## config.mk

```make
export PLATFORM = sky130hd
export DESIGN_NAME = ftdi_rx_prefetch
export DESIGN_NICKNAME = d
export VERILOG_FILES = /design/src/rtl/ftdi_rx_prefetch.sv
export SDC_FILE = /design/constraint.sdc
export NUM_CORES = 1
export LEC_CHECK = 0
export BUFFER_PORTS_ARGS = -buffer_cell sky130_fd_sc_hd__buf_2
export CAP_MARGIN = 0
export CORE_ASPECT_RATIO = 2
export CORE_UTILIZATION = 60
export DETAILED_ROUTE_END_ITERATION = 16
export MAX_ROUTING_LAYER = met4
export PLACE_DENSITY_LB_ADDON = 0.1
export SLEW_MARGIN = 15
export SYNTH_ARGS = -nofsm -noshare
export SYNTH_HDL_FRONTEND = slang
export SYNTH_SLANG_ARGS = --single-unit
```

## constraint.sdc

```tcl
create_clock -name clk -period 8.2 [get_ports clk]
set_clock_uncertainty 0.05 [all_clocks]
set_input_delay 0.82 -clock clk [delete_from_list [all_inputs] [get_ports clk]]
set_output_delay 0.82 -clock clk [all_outputs]
set_load 0.02 [all_outputs]
```

## src/rtl/ftdi_rx_prefetch.sv

```systemverilog
// Receive prefetch pump for the FTDI read engine: keeps one byte read in flight while buffer space
// remains, and presents the buffered bytes as a first-word-fall-through valid/ready stream.
module ftdi_rx_prefetch #(
   parameter int DEPTH = 16,
   parameter int AW    = 4
) (
   input  logic          clk,
   input  logic          rst,
   output logic          oACT_RD_n,
   input  logic          iREADY_RD_n,
   input  logic          iDONE_RD_n,
   input  logic [7:0]    iRD_DATA,
   input  logic          iENABLE,
   input  logic          iFLUSH,
   output logic [7:0]    oDATA,
   output logic          oVALID,
   input  logic          iREADY,
   output logic [AW:0]   oLEVEL,
   output logic [31:0]   oBYTE_COUNT,
   output logic          oPROTO_ERR
);

   typedef enum logic [1:0] {
      IDLE,
      ISSUE,
      WAIT
   } state_t;

   localparam logic [AW:0] FULL_LEVEL = (AW+1)'(DEPTH);

   state_t        state;
   state_t        state_next;
   logic          discard_pending;
   logic          discard_next;
   logic [AW-1:0] wr_ptr;
   logic [AW-1:0] rd_ptr;
   logic [7:0]    mem [DEPTH];
   logic          done;
   logic          push;
   logic          pop;
   logic          can_issue;

   assign done      = ~iDONE_RD_n;
   assign oVALID    = (oLEVEL != '0);
   assign pop       = oVALID & iREADY;
   assign oDATA     = mem[rd_ptr];
   assign can_issue = iENABLE & ~iREADY_RD_n & (oLEVEL < FULL_LEVEL) & ~iFLUSH;

   // A flush seen while a read is in flight must also kill the byte it eventually returns,
   // including when the flush lands on the very cycle the byte arrives.
   always_comb begin
      state_next   = state;
      discard_next = discard_pending;
      oACT_RD_n    = 1'b1;
      push         = 1'b0;
      case (state)
         IDLE: begin
            discard_next = 1'b0;
            if (can_issue) state_next = ISSUE;
         end
         ISSUE: begin
            oACT_RD_n  = 1'b0;
            state_next = WAIT;
            if (iFLUSH) discard_next = 1'b1;
         end
         WAIT: begin
            if (iFLUSH) discard_next = 1'b1;
            if (done) begin
               push         = ~(discard_pending | iFLUSH);
               discard_next = 1'b0;
               state_next   = IDLE;
            end
         end
         default: state_next = IDLE;
      endcase
   end

   always_ff @(posedge clk or negedge rst) begin
      if (!rst) begin
         state           <= IDLE;
         discard_pending <= 1'b0;
      end else begin
         state           <= state_next;
         discard_pending <= discard_next;
      end
   end

   // Buffer storage, pointers and the level counter; flush wins over any same-cycle pop.
   always_ff @(posedge clk or negedge rst) begin
      if (!rst) begin
         for (int i = 0; i < DEPTH; i++) mem[i] <= '0;
         wr_ptr      <= '0;
         rd_ptr      <= '0;
         oLEVEL      <= '0;
         oBYTE_COUNT <= '0;
         oPROTO_ERR  <= 1'b0;
      end else begin
         if (push) begin
            mem[wr_ptr] <= iRD_DATA;
            wr_ptr      <= wr_ptr + AW'(1);
            oBYTE_COUNT <= oBYTE_COUNT + 32'd1;
         end
         if (iFLUSH) begin
            rd_ptr <= wr_ptr;
            oLEVEL <= '0;
         end else begin
            if (pop) rd_ptr <= rd_ptr + AW'(1);
            if (push && !pop) oLEVEL <= oLEVEL + (AW+1)'(1);
            else if (!push && pop) oLEVEL <= oLEVEL - (AW+1)'(1);
         end
         if (done && state != WAIT) oPROTO_ERR <= 1'b1;
      end
   end

endmodule
```

==> results.tsv <==
metric	value	unit
outcome	complete, no violations	
H-tree depth	4	
die extent in x	85.76	um
Top FF cell, synth	dfrtp_1	
startpoint types	register	
RSZ-0062 raised after global routing	no	
Setup violations, final	0	
number of global-route vias before repair	5831	
ys async rst share	1.000	
Synth cell types	43	
# nets final	721	
Residual DRC	0	
Worst Hold Class	input port to asynchronous set/reset pin	
max_cap viols	0	
post-synthesis sequential area ratio	0.5261	
initial antenna violation count	0	
Lkg Pwr	4.825	nW
Longest Clk Path Bufs	2	
CTS tree	done	
Synth Net Count	669	
Post-CTS Setup Bufs	0	
TritonCTS Buffers	17	
drt via density	6.109	
Rel. slew slack	0.4485	
Initial Util	0.6196	
non-filler instance count after layout	888	
top-count cell post-synth	dfrtp_1	
Synth area leaders	dfrtp_1 53%, mux2_1 15%, mux2i_1 4.4%, mux4_2 4.3%, mux2_2 2.5%	
EDFF count, synth	0	
Slew @ Worst Pin	0.8249	ns
CP startpoint	rd_ptr[0]	
total number of yosys warnings	0	
post-route minimum period	3.638	ns
mean routed wirelength per cell	21.67	um
Sink Count	177	
critical path capture point	oDATA[1]	
1st-iter DRT viols	278	
ratio of cells with drive above 1 in the final layout	0.2009	
IO buf count	62	
ANT nets after route	0	
kind of critical path	register to output port	
first-pass GRT wire length	31580	um
Setup WS post-layout	4.562	ns
flop2flop setup slack	5.19	ns
dpl hpwl	13420	um
Area growth syn-to-layout	12.75	%
total track usage	0.3000	
critical path arrival	2.77	ns
root buf cell	clkbuf_16	
Power, Total	2.909	mW
peak supply drop	0.1720	mV
CP Capture Type	output port	
r2r endpoint	oLEVEL[4]	
CP max FO	41	
post-synthesis cell count	637	
cell count after placement	856	
Vias	5425	
Worst Path Required	7.33	ns
area leader, netlist	dfrtp_1	
Die Height	169.5	um
CTS Hold Bufs	0	
die area	14540	sq um
cts repair resizes	0	
Synth top cells by count	177 x dfrtp_1, 113 x mux2_1, 37 x mux2i_1	
largest net degree at the start of global routing	83	
max-slew violations	0	
# diodes	0	
Synth Register Bits	177	
Routed Wire Length	19240	um
r2r startpoint	oLEVEL[0]	
worst slack at placement	4.993	ns
R2R depth	8	
Power Dens Cells	306.4	nW/um^2
f_max	0.2749	GHz
Synth top area share	0.5261	
Clock Pin Slew Worst Setup and Hold Paths	0.07	ns
Core ar.	13590	sq um
Fin. Hold Viols	0	
Placer Congestion	0.7916	
total gr overflow	0	
Fin Setup TNS	0	ns
clock latency at the later pin of the worst-skew pair	0.42	ns
Post-Syn Area	8419	sq um
fin crit share	0.4437	
Rows	60	
syn avg cell area	13.22	sq um
Initial DRT Pass Iterations	5	
IO Pins	63	
## worst max-delay path, cell delays in order, from the launching register on
cell and delay, ns:
dfrtp_2 0.58, buf_4 0.68, mux4_2 0.59, a22oi_1 0.20, nand2_1 0.10, buf_2 0.17
## final cells by class
cell class                      count  area [sq um]
Fill cell                         981          4095
Sequential cell                   177          4431
Tap cell                          186         232.7
Timing Repair Buffer               67         357.8
Multi-Input combinational cell    413          3817
Clock buffer                       19         432.9
Inverter                           13         48.80
Clock inverter                     13         172.7
## worst min path at each step
stage / depth (start not counted) / endpoint
3_3_place_gp: 1 / oPROTO_ERR
4_1_cts: 1 / mem[6]
6_report: 1 / mem[20]
2_1_floorplan: 1 / mem[105]
3_5_place_dp: 1 / oPROTO_ERR
5_1_grt: 1 / mem[28]
## placed cells by master (no fill, tap or decap), types with 5 or more instances in the layout
cell	n
o21ai_0	9
mux4_2	16
mux2i_1	37
xor2_1	19
nand4_1	14
xnor2_1	19
nand3_1	23
dfrtp_1	176
clkbuf_16	17
a21oi_1	6
nand2_1	36
and3_1	5
inv_6	5
o21ai_1	5
ha_1	16
and4_1	6
a221oi_1	16
mux2_2	19
buf_2	61
nor4_1	7
mux2_1	113
nor2_1	7
inv_1	12
a22oi_1	8
## per-layer routing
metal / wire length, um / GRT usage / up-vias
met1: 7122 / 0.3238 / 2831
met5: 0 / - / -
met3: 578 / 0.05156 / 34
li1: - / - / 2428
met2: 10950 / 0.5395 / 132
met4: 592 / 0.1196 / 0
## report_power, final
group	switching, mW	internal, mW	total (mW)
Combinational	0.472	0.387	0.859
Sequential	0.169	1.05	1.22
Clock	0.349	0.486	0.834
## flip-flops by register name, indices dropped and copies added (netlist names)
register / flops
discard_pending: 1
oPROTO_ERR: 1
wr_ptr: 4
oBYTE_COUNT: 32
oLEVEL: 5
state: 2
mem: 128
rd_ptr: 4
## kinds of logic after synthesis
logic type / after synthesis / synth area share
muxes: 185 / 0.2633
DFF: 177 / 0.5261
AOI/OAI and AO/OA: 49 / 0.04042
and+or+nand+nor: 123 / 0.08070
xor gates and xnor gates: 39 / 0.04146
adders and majority gates: 17 / 0.02616
buffers and inverters: 47 / 0.02184
## through the flow
step           instance area (sq um)  utilization  hold slack (ns)
2_1_floorplan                   8419            -           0.4088
3_3_place_gp                    8881       0.6536           0.4054
3_5_place_dp                    8884       0.6538           0.4115
4_1_cts                         9489       0.6983           0.2791
5_1_grt                         9493       0.6986           0.2966
6_report                        9493       0.6986           0.2815
No activity file was read; power rests on OpenSTA's default activity.
